===== src/rtl/key_debounce.sv =====
// Key synchroniser + four-state debounce filter with press/release pulses.
// Define KEY_DEBOUNCE_LONG_PRESS_EN to compile in the long-press pulse.
module key_debounce #(
    parameter logic ACTIVE_LEVEL = 1'b0,
    parameter int   DB_CNT_MAX   = 999_999,
    parameter int   LONG_CNT_MAX = 49_999_999
) (
    input  logic sys_clk,
    input  logic sys_rst_n,
    input  logic key_in,
    output logic key_level,
    output logic press_pulse,
    output logic release_pulse,
    output logic long_pulse
);

    localparam int DB_W = (DB_CNT_MAX > 0) ? $clog2(DB_CNT_MAX + 1) : 1;
    localparam logic [DB_W-1:0] DB_MAX = DB_W'(DB_CNT_MAX);

    localparam logic [1:0] S_IDLE       = 2'd0;
    localparam logic [1:0] S_PRESS_FILT = 2'd1;
    localparam logic [1:0] S_PRESSED    = 2'd2;
    localparam logic [1:0] S_REL_FILT   = 2'd3;

    logic            r_key_s1, r_key_s;
    logic [1:0]      r_state;
    logic [DB_W-1:0] r_db_cnt;
    logic            r_key_level, r_press_pulse, r_release_pulse;
    logic            w_act;
    logic            w_enter_pressed;

    always_ff @(posedge sys_clk or negedge sys_rst_n) begin
        if (!sys_rst_n) begin
            r_key_s1 <= ~ACTIVE_LEVEL;
            r_key_s  <= ~ACTIVE_LEVEL;
        end else begin
            r_key_s1 <= key_in;
            r_key_s  <= r_key_s1;
        end
    end

    assign w_act           = (r_key_s == ACTIVE_LEVEL);
    assign w_enter_pressed = (r_state == S_PRESS_FILT) && w_act && (r_db_cnt == DB_MAX);

    always_ff @(posedge sys_clk or negedge sys_rst_n) begin
        if (!sys_rst_n) begin
            r_state         <= S_IDLE;
            r_db_cnt        <= '0;
            r_key_level     <= ~ACTIVE_LEVEL;
            r_press_pulse   <= 1'b0;
            r_release_pulse <= 1'b0;
        end else begin
            r_press_pulse   <= 1'b0;
            r_release_pulse <= 1'b0;
            case (r_state)
                S_IDLE: begin
                    if (w_act) begin
                        r_state  <= S_PRESS_FILT;
                        r_db_cnt <= '0;
                    end
                end
                S_PRESS_FILT: begin
                    if (!w_act) begin
                        r_state  <= S_IDLE;
                        r_db_cnt <= '0;
                    end else if (r_db_cnt == DB_MAX) begin
                        r_state       <= S_PRESSED;
                        r_key_level   <= ACTIVE_LEVEL;
                        r_press_pulse <= 1'b1;
                    end else begin
                        r_db_cnt <= r_db_cnt + 1'b1;
                    end
                end
                S_PRESSED: begin
                    if (!w_act) begin
                        r_state  <= S_REL_FILT;
                        r_db_cnt <= '0;
                    end
                end
                default: begin
                    // Release filter: any active sample falls back to PRESSED
                    if (w_act) begin
                        r_state  <= S_PRESSED;
                        r_db_cnt <= '0;
                    end else if (r_db_cnt == DB_MAX) begin
                        r_state         <= S_IDLE;
                        r_key_level     <= ~ACTIVE_LEVEL;
                        r_release_pulse <= 1'b1;
                    end else begin
                        r_db_cnt <= r_db_cnt + 1'b1;
                    end
                end
            endcase
        end
    end

    assign key_level     = r_key_level;
    assign press_pulse   = r_press_pulse;
    assign release_pulse = r_release_pulse;

`ifdef KEY_DEBOUNCE_LONG_PRESS_EN
    localparam int LG_W = (LONG_CNT_MAX > 0) ? $clog2(LONG_CNT_MAX + 1) : 1;
    localparam logic [LG_W-1:0] LG_MAX = LG_W'(LONG_CNT_MAX);

    logic [LG_W-1:0] r_long_cnt;
    logic            r_long_done;
    logic            r_long_pulse;

    // r_long_done keeps the saturated count from re-firing while still held
    always_ff @(posedge sys_clk or negedge sys_rst_n) begin
        if (!sys_rst_n) begin
            r_long_cnt   <= '0;
            r_long_done  <= 1'b0;
            r_long_pulse <= 1'b0;
        end else begin
            r_long_pulse <= 1'b0;
            if (w_enter_pressed || r_state == S_IDLE) begin
                r_long_cnt  <= '0;
                r_long_done <= 1'b0;
            end else if (r_state == S_PRESSED || r_state == S_REL_FILT) begin
                if (r_long_cnt == LG_MAX) begin
                    if (!r_long_done) begin
                        r_long_pulse <= 1'b1;
                        r_long_done  <= 1'b1;
                    end
                end else begin
                    r_long_cnt <= r_long_cnt + 1'b1;
                end
            end
        end
    end

    assign long_pulse = r_long_pulse;
`else
    assign long_pulse = 1'b0;
`endif

endmodule


===== config.mk =====
export PLATFORM = sky130hd
export DESIGN_NAME = key_debounce
export DESIGN_NICKNAME = d
export VERILOG_FILES = /design/src/rtl/key_debounce.sv
export SDC_FILE = /design/constraint.sdc
export NUM_CORES = 1
export LEC_CHECK = 0
export BUFFER_PORTS_ARGS = -buffer_cell sky130_fd_sc_hd__buf_2
export CORE_ASPECT_RATIO = 1.4
export CORE_MARGIN = 3
export CORE_UTILIZATION = 35
export CTS_BUF_LIST = sky130_fd_sc_hd__clkbuf_8
export DETAILED_ROUTE_END_ITERATION = 7
export PLACE_DENSITY = 0.52
export SYNTH_ARGS = -nofsm -noshare
export SYNTH_HDL_FRONTEND = slang
export SYNTH_SLANG_ARGS = --single-unit

===== constraint.sdc =====
create_clock -name sys_clk -period 2.2 [get_ports sys_clk]
set_input_delay 0.44 -clock sys_clk [delete_from_list [all_inputs] [get_ports sys_clk]]
set_output_delay 0.44 -clock sys_clk [all_outputs]
set_load 0.05 [all_outputs]

==> results of run 1 <==
-- stage by stage --
step	power, W	std cells
2_1_floorplan	0.0009729	157
3_3_place_gp	0.001153	207
3_5_place_dp	0.001158	207
4_1_cts	0.001448	211
5_1_grt	0.001554	213
6_report	0.001427	213
-- power groups by stage --
stage	clock (W)	sequential [W]	combinational, W
2_1_floorplan	0	0.000576	0.000397
6_report	0.000280	0.000576	0.000572
4_1_cts	0.000297	0.000576	0.000575
5_1_grt	0.000315	0.000583	0.000656
3_3_place_gp	0	0.000585	0.000567
3_5_place_dp	0	0.000586	0.000572
-- synth_stat cells (all sizes together) --
cell,n,area share [%]
o21a,1,0.50
nor2,19,4.8
xor2,5,2.9
a22o,2,1.2
ha,6,5.0
o21ai,8,2.7
a2bb2oi,1,0.59
a211oi,1,0.84
mux2,1,0.76
mux2i,3,2.0
a21o,1,0.59
nor4,4,3.1
nand3,9,3.0
o41ai,1,0.59
o311ai,1,0.59
nor3,4,1.3
buf,1,0.50
clkbuf,3,0.76
o31ai,2,1.0
inv,5,1.3
dfstp,3,5.3
xnor2,5,2.9
nand2b,1,0.42
nand4,4,2.1
and4,2,1.2
a31o,1,0.59
or4,5,2.8
conb,1,0.25
nand2,19,5.0
dfrtp,24,40
a21oi,10,3.4
a31oi,1,0.42
or3,3,1.3
-- final cells by class --
cell class	count	area, um^2	area share, %
flip-flops and latches	27	679.4	41.04
well taps	43	53.80	3.250
multi-input cells	121	772.0	46.64
inverters	5	18.77	1.134
clock buffers	3	41.29	2.494
repair buffers	13	85.08	5.140
clock inverters	1	5.005	0.3023
-- state kept, by name (all words and copies together) (netlist names), named ones only --
name	count
press_pulse	1
r_db_cnt	20
release_pulse	1
r_state	1
r_key_s1	1
key_level	1
r_key_s	1
-- path summary, 6_finish.rpt --
path	slack (ns)	endpoint	cells after the start	from
max reg2reg	0.14	register	5	r_db_cnt[8]
min reg2reg	0.36	r_key_s	0	r_key_s1
max in group asynchronous	1.64	r_db_cnt[2]	1	sys_rst_n
max	0.14	register	5	r_db_cnt[8]
min in group sys_clk	0.26	r_key_s1	1	key_in
min	0.17	r_db_cnt[16]	1	sys_rst_n
-- cells by family (layout without fill, tap and decap cells) --
kind of cell | after synthesis | in the layout | share of synthesized area [%]
other cells | 1 | 1 | 0.2519
compound gates | 30 | 30 | 12.94
xor+xnor | 10 | 10 | 5.882
buf+inv | 9 | 22 | 2.521
fa+ha+maj | 6 | 6 | 5.042
mux | 4 | 4 | 2.773
flops | 27 | 27 | 45.63
simple gates | 70 | 70 | 24.96
-- repair_timing --
item	4_1_cts	5_1_grt
gates resized for setup	0	0
setup endpoints to repair	0	1
hold endpoints to repair	0	0
setup buffers	0	2
-- per-layer routing --
| metal | GRT usage [%] | wire length [um] | vias to the layer above |
|---|---|---|---|
| li1 | - | - | 586 |
| met1 | 18.03 | 1341 | 591 |
| met2 | 22.45 | 1600 | 16 |
| met3 | 1.400 | 60 | 2 |
| met4 | 4.734 | 25 | 0 |
| met5 | 0 | 0 | - |
-- worst max-delay path, cell delays in order (launching register included) --
cell and delay [ns]:
dfrtp_1 0.43, or4_1 0.59, nor4_4 0.37, nand2_2 0.16, a211oi_2 0.24, mux2i_1 0.21
==> flow_metrics.env, run 1 <==
export IMPL_clkLatencyLatePin_ns=0.27
export IMPL_numCtsBuffers=3
export IMPL_ys_types=38
export IMPL_final_setup_worst_slack_ns=0.1425
export IMPL_fin_crit_sh_pct=93.52
export IMPL_setup_worst_path_class="register to register"
export IMPL_report_final_slew_viol_count=0
export IMPL_final_setup_skew_ns=0.003416
export IMPL_cp_arrival_ns=2.25
export IMPL_period_needed_ns=2.058
export IMPL_place_ws_ns=0.1595
export IMPL_grt_pass1_wl_um=5375
export IMPL_worstPathRequired_ns=2.40
export IMPL_grt_overflow=0
export IMPL_finalSetupViolCount=0
export IMPL_track_usage_pct=13.66
export IMPL_drt_total_wl_um=3027
export IMPL_fmax_ghz=0.4860
export IMPL_cts_clk_slew_worst_paths_ns=0.09
export IMPL_finalHoldViolCount=0
export IMPL_die_y_um=83.17
export IMPL_p_int_w=0.0008725
export IMPL_critPathMaxFanout=5
export IMPL_root_buffer="clkbuf_8"
export IMPL_std_cell_rows=27
export IMPL_status="complete, no violations"
export IMPL_gp_congestion=0.7745
export IMPL_powerDensity_nw_per_um2=862.3
export IMPL_final_util_pct=41.18
export IMPL_cts_sinks=27
export IMPL_syn_area_um2=1489
export IMPL_dr_total_vias=1195
export IMPL_mostFrequentLayoutCell="dfrtp_1"
export IMPL_antenna_found_initial=0
export IMPL_startpoint_type="register"
export IMPL_rsz0062_at_grt="no"
export IMPL_drtPass1Iterations=4
export IMPL_seq_power_share_pct=40.4
export IMPL_n_fill_cell=386
export IMPL_setup_tns_ns=0
export IMPL_p_comb_share_pct=40.0
export IMPL_wire_per_inst_um=14.21
export IMPL_ys_warn_count=0
export IMPL_dpl_hpwl_um=2282
export IMPL_p_sw_w=0.0005549
export IMPL_areaGrowthSynthToFinish_pct=11.18
export IMPL_ys_ff_latch=27
export IMPL_clkPwrFrac_pct=19.6
export IMPL_p_leak_nw=0.6978
export IMPL_drc=0
export IMPL_synth_nets=166
export IMPL_ios=7
export IMPL_final_nets=180
export IMPL_cts_buffer_depth=2
export IMPL_grt_pass1_vias=1192
export IMPL_maxSlewHeadroom_pct=59.89
export IMPL_syn_inst=157
export IMPL_yosysSeqAreaShare_pct=45.63
export IMPL_diodes=0
export IMPL_grt_max_degree=28
export IMPL_syn_avg_cell_area_um2=9.484
export IMPL_switching_share_pct=38.87
export IMPL_place_area_um2=1594
export IMPL_fin_area_um2=1655
export IMPL_die_width_um=61.13
export IMPL_start_util_pct=37.04
export IMPL_drv_cap=0
export IMPL_cp_end_kind="register"
export IMPL_core_um2=4020
export IMPL_place_port_buffers=5
export IMPL_dieArea_um2=5084
export IMPL_tightest_slew_ns=0.6017
export IMPL_drive_above_1_share_pct=17.06
export IMPL_drt_iter0_drc=37
export IMPL_via_per_inst=5.610
export IMPL_cts_max_level=1
export IMPL_whs_ns=0.1676
export IMPL_antenna_left=0
export IMPL_final_cell_mix="dfrtp_1, nor2_1, nand2_1"
export IMPL_ir_drop_v=0.0004550
export IMPL_cts_tree="yes"
export IMPL_hp_class="primary input to asynchronous set/reset pin"
export IMPL_hold_buffers=0
(Power assumes the default switching activity.)
==> run 2, diff against run 1 <==
- CORE_UTILIZATION: 35 -> 45
- PLACE_DENSITY: 0.52 -> 0.63
- SETUP_SLACK_MARGIN: default -> 0.3
- TNS_END_PERCENT: default -> 50
==> flow_metrics.env, run 2 (synthesis gave the netlist of run 1 again) <==
export IMPL_grt_pass1_wl_um=5589
export IMPL_clkLatencyLatePin_ns=0.28
export IMPL_final_setup_skew_ns=0.002986
export IMPL_largest_reg_flops=20
export IMPL_worstPathRequired_ns=2.41
export IMPL_drt_total_wl_um=3216
export IMPL_drc=0
export IMPL_cts_clk_slew_worst_paths_ns=0.09
export IMPL_powerDensity_nw_per_um2=832.3
export IMPL_period_needed_ns=1.964
export IMPL_status="complete, no violations"
export IMPL_grt_overflow=0
export IMPL_fin_crit_sh_pct=89.26
export IMPL_finalSetupViolCount=0
export IMPL_diodes=0
export IMPL_drt_iter0_drc=40
export IMPL_ios=7
export IMPL_final_nets=187
export IMPL_cts_tree="yes"
export IMPL_std_cell_rows=24
export IMPL_core_um2=3153
export IMPL_die_width_um=54.62
export IMPL_drtPass1Iterations=4
export IMPL_cts_buffer_depth=2
export IMPL_finalHoldViolCount=0
export IMPL_areaGrowthSynthToFinish_pct=20.00
export IMPL_root_buffer="clkbuf_8"
export IMPL_final_cell_mix="dfrtp_1, nand2_1, nor2_1"
export IMPL_cts_max_level=1
export IMPL_critPathMaxFanout=8
export IMPL_dpl_hpwl_um=2097
export IMPL_slowest_delay_ns=0.55
export IMPL_track_usage_pct=18.86
export IMPL_grt_pass1_vias=1246
export IMPL_wire_per_inst_um=14.89
export IMPL_cp_arrival_ns=2.17
export IMPL_drive_above_1_share_pct=29.94
export IMPL_final_util_pct=56.67
export IMPL_die_y_um=74.06
export IMPL_rsz0062_at_grt="yes"
export IMPL_ir_drop_v=0.0005973
export IMPL_antenna_left=0
export IMPL_place_port_buffers=5
export IMPL_dieArea_um2=4045
export IMPL_fmax_ghz=0.5092
export IMPL_crit_slowest_cell="or4_4"
export IMPL_regMostFlops="r_db_cnt"
export IMPL_hp_class="primary input to asynchronous set/reset pin"
export IMPL_start_util_pct=47.22
export IMPL_mostFrequentLayoutCell="dfrtp_1"
export IMPL_numCtsBuffers=3
export IMPL_grt_max_degree=28
export IMPL_gp_congestion=0.8185
export IMPL_cp_cell_sequence="or4_4 > nor4_4 > buf_4 > a21o_4 > o31ai_1 > a21oi_2"
export IMPL_report_final_slew_viol_count=0
export IMPL_antenna_found_initial=0
export IMPL_setup_worst_path_class="register to register"
export IMPL_cts_sinks=27
export IMPL_via_per_inst=5.722
export IMPL_setup_tns_ns=0
export IMPL_p_leak_nw=0.7515
export IMPL_tightest_slew_ns=0.6016
export IMPL_cp_end_kind="register"
export IMPL_dr_total_vias=1236
export IMPL_drv_cap=0
export IMPL_startpoint_type="register"
export IMPL_n_fill_cell=275
export IMPL_maxSlewHeadroom_pct=59.89
run 2: metrics by stage:
| step | hold WS, ns | area [um^2] | setup WS, ns | total power [W] | cells |
|---|---|---|---|---|---|
| floorplan | 0.1444 | 1494 | 0.2472 | 0.0009803 | 157 |
| global placement | 0.3459 | 1593 | 0.1993 | 0.001137 | 203 |
| detailed placement | 0.3498 | 1593 | 0.1673 | 0.001144 | 203 |
| CTS | 0.1819 | 1712 | 0.2305 | 0.001459 | 214 |
| global route | 0.1901 | 1787 | 0.1385 | 0.001587 | 216 |
| finish | 0.1591 | 1787 | 0.2362 | 0.001487 | 216 |
run 2: repair_timing:
action	CTS	global route
pin swaps	1	1
buffers inserted	7	2
hold buffers	0	0
resized for setup	6	16
endpoints found under the setup margin	13	15
run 2: path summary, 6_finish.rpt:
check / cells after the start / slack (ns) / endpoint / from
setup / recovery: 6 / 0.24 / r_db_cnt[5] / r_db_cnt[8]
hold / removal: 1 / 0.16 / r_db_cnt[10] / sys_rst_n
setup reg to reg: 6 / 0.24 / r_db_cnt[5] / r_db_cnt[8]
hold reg to reg: 0 / 0.36 / r_key_s / r_key_s1
max in group asynchronous: 1 / 1.61 / r_db_cnt[11] / sys_rst_n
min in group sys_clk: 1 / 0.25 / r_key_s1 / key_in
run 2: worst max-delay path: cells and delay by family, from the launching register on:
| kind | cells | cell delay [ns] |
|---|---|---|
| AO/OA/AOI/OAI | 3 | 0.41 |
| buffers and inverters | 1 | 0.17 |
| flip-flops | 1 | 0.41 |
| AND/OR/NAND/NOR | 2 | 0.89 |
run 2: routing by layer:
metal / GRT usage, % / vias to the layer above / part of all wire, %
met1: 22.34 / 599 / 43
met5: 0 / - / 0
li1: - / 600 / -
met2: 31.97 / 26 / 51
met3: 2.405 / 11 / 3.0
met4: 10.25 / 0 / 3.5
run 2: cell type report:
type                    count  area (um^2)  share of cell area, %
multi-input cells         121        849.6                  47.55
flip-flops and latches     27        683.2                  38.24
repair buffers             20        141.4                  7.913
well taps                  39        48.80                  2.731
clock buffers               3        41.29                  2.311
inverters                   5        18.77                  1.050
clock inverters             1        3.754                 0.2101
run 2: where the power goes:
| group | total, W | switching (W) | internal [W] | leakage, nW |
|---|---|---|---|---|
| combinational | 0.000631 | 0.000387 | 0.000244 | 0.369 |
| clock | 0.000284 | 0.000159 | 0.000126 | 0.0269 |
| sequential | 0.000572 | 0.0000370 | 0.000535 | 0.356 |
| total | 0.00149 | 0.000583 | 0.000904 | 0.751 |
==> run 3, diff against run 2 <==
- SETUP_SLACK_MARGIN: 0.3 -> default
==> flow_metrics.env, run 3 (synthesis gave the netlist of run 1 again) <==
export IMPL_hold_buffers=0
export IMPL_areaGrowthSynthToFinish_pct=11.09
export IMPL_std_cell_rows=24
export IMPL_final_util_pct=52.46
export IMPL_start_util_pct=47.22
export IMPL_finalHoldViolCount=0
export IMPL_n_fill_cell=292
export IMPL_drive_above_1_share_pct=17.65
export IMPL_p_int_w=0.0008609
export IMPL_maxSlewHeadroom_pct=60.33
export IMPL_grt_pass1_vias=1188
export IMPL_drt_total_wl_um=3034
export IMPL_root_buffer="clkbuf_8"
export IMPL_dr_total_vias=1219
export IMPL_regMostFlops="r_db_cnt"
export IMPL_ios=7
export IMPL_powerDensity_nw_per_um2=861.3
export IMPL_drv_cap=0
export IMPL_drc=0
export IMPL_cts_tree="yes"
export IMPL_track_usage_pct=17.36
export IMPL_report_final_slew_viol_count=0
export IMPL_clkPwrFrac_pct=19.5
export IMPL_finalSetupViolCount=0
export IMPL_clkLatencyLatePin_ns=0.27
export IMPL_tightest_slew_ns=0.5951
export IMPL_final_cell_mix="dfrtp_1, nor2_1, nand2_1"
export IMPL_switching_share_pct=39.57
export IMPL_worst_r2r_setup_slack_ns=0.15
export IMPL_grt_max_degree=28
export IMPL_final_setup_skew_ns=0.002218
export IMPL_antenna_left=0
export IMPL_cts_buffer_depth=2
export IMPL_grt_overflow=0
export IMPL_dieArea_um2=4045
export IMPL_dpl_hpwl_um=2186
export IMPL_largest_reg_flops=20
export IMPL_core_um2=3153
export IMPL_numCtsBuffers=3
export IMPL_die_width_um=54.62
export IMPL_cts_clk_slew_worst_paths_ns=0.09
export IMPL_whs_ns=0.1607
export IMPL_p_comb_share_pct=39.9
export IMPL_cts_max_level=1
export IMPL_via_per_inst=5.833
export IMPL_drt_iter0_drc=44
export IMPL_wire_per_inst_um=14.52
export IMPL_ir_drop_v=0.0006866
export IMPL_fmax_ghz=0.4872
export IMPL_cp_end_kind="register"
export IMPL_cts_sinks=27
export IMPL_period_needed_ns=2.052
export IMPL_antenna_found_initial=0
export IMPL_grt_pass1_wl_um=5154
export IMPL_critPathMaxFanout=5
export IMPL_r2r_start="r_db_cnt[8]"
export IMPL_setup_tns_ns=0
export IMPL_rsz0062_at_grt="no"
export IMPL_place_port_buffers=5
export IMPL_gp_congestion=0.8099
export IMPL_seq_power_share_pct=40.5
export IMPL_die_y_um=74.06
export IMPL_p_sw_w=0.0005638
export IMPL_drtPass1Iterations=4
export IMPL_hp_class="primary input to asynchronous set/reset pin"
export IMPL_final_nets=180
export IMPL_cp_arrival_ns=2.25
export IMPL_r2r_cells=5
export IMPL_status="complete, no violations"
export IMPL_diodes=0
export IMPL_mostFrequentLayoutCell="dfrtp_1"
export IMPL_p_leak_nw=0.6958
export IMPL_startpoint_type="register"
export IMPL_worstPathRequired_ns=2.40
export IMPL_fin_crit_sh_pct=93.29
export IMPL_setup_worst_path_class="register to register"
[run 3: area by class of cell]
type	instances	area, um^2	share of cell area [%]
sequential	27	680.7	41.15
tap	39	48.80	2.950
inverter	5	18.77	1.135
clock inverter	1	3.754	0.2269
clock buffer	3	41.29	2.496
timing repair buffer	13	85.08	5.144
multi-input combinational	121	775.7	46.90
[run 3: worst max-delay path by stage]
stage | depth (start not counted) | end | start
global placement | 6 | r_db_cnt[14] | r_state[0]
CTS | 5 | register | r_db_cnt[6]
floorplan | 5 | r_db_cnt[14] | r_key_s
detailed placement | 5 | register | r_db_cnt[6]
global route | 5 | register | r_db_cnt[8]
finish | 5 | register | r_db_cnt[8]
[run 3: stage by stage]
step | instances | total power (W) | setup WS [ns] | area, um^2
after floorplan | 157 | 0.0009729 | 0.1303 | 1489
after global placement | 203 | 0.001126 | 0.2107 | 1589
after detailed placement | 203 | 0.001145 | 0.1380 | 1589
after CTS | 207 | 0.001426 | 0.1204 | 1634
after global routing | 209 | 0.001515 | 0.01488 | 1654
final | 209 | 0.001425 | 0.1475 | 1654
[run 3: what timing repair did]
action / CTS / global route
buffers inserted: 0 / 2
gates resized for setup: 0 / 2
endpoints found under the setup margin: 0 / 1
[run 3: worst max-delay path, stage by stage, from the launching register on]
cell and delay (ns):
dfrtp_1 0.42, or4_4 0.56, nor4_4 0.35, nand2_2 0.15
a211oi_2 0.27, mux2i_1 0.22
[run 3: power by group through the flow]
stage	Sequential [W]	Combinational [W]	Clock [W]
6_report	0.000578	0.000569	0.000278
5_1_grt	0.000583	0.000634	0.000299
4_1_cts	0.000577	0.000562	0.000287
3_5_place_dp	0.000587	0.000558	0
3_3_place_gp	0.000582	0.000544	0
2_1_floorplan	0.000576	0.000397	0
[run 3: metal layers]
| metal | global-route usage [%] | share of wire, % |
|---|---|---|
| met2 | 28.82 | 52 |
| met4 | 8.587 | 1.7 |
| met3 | 1.804 | 3.6 |
| met5 | 0 | 0 |
| met1 | 21.82 | 43 |
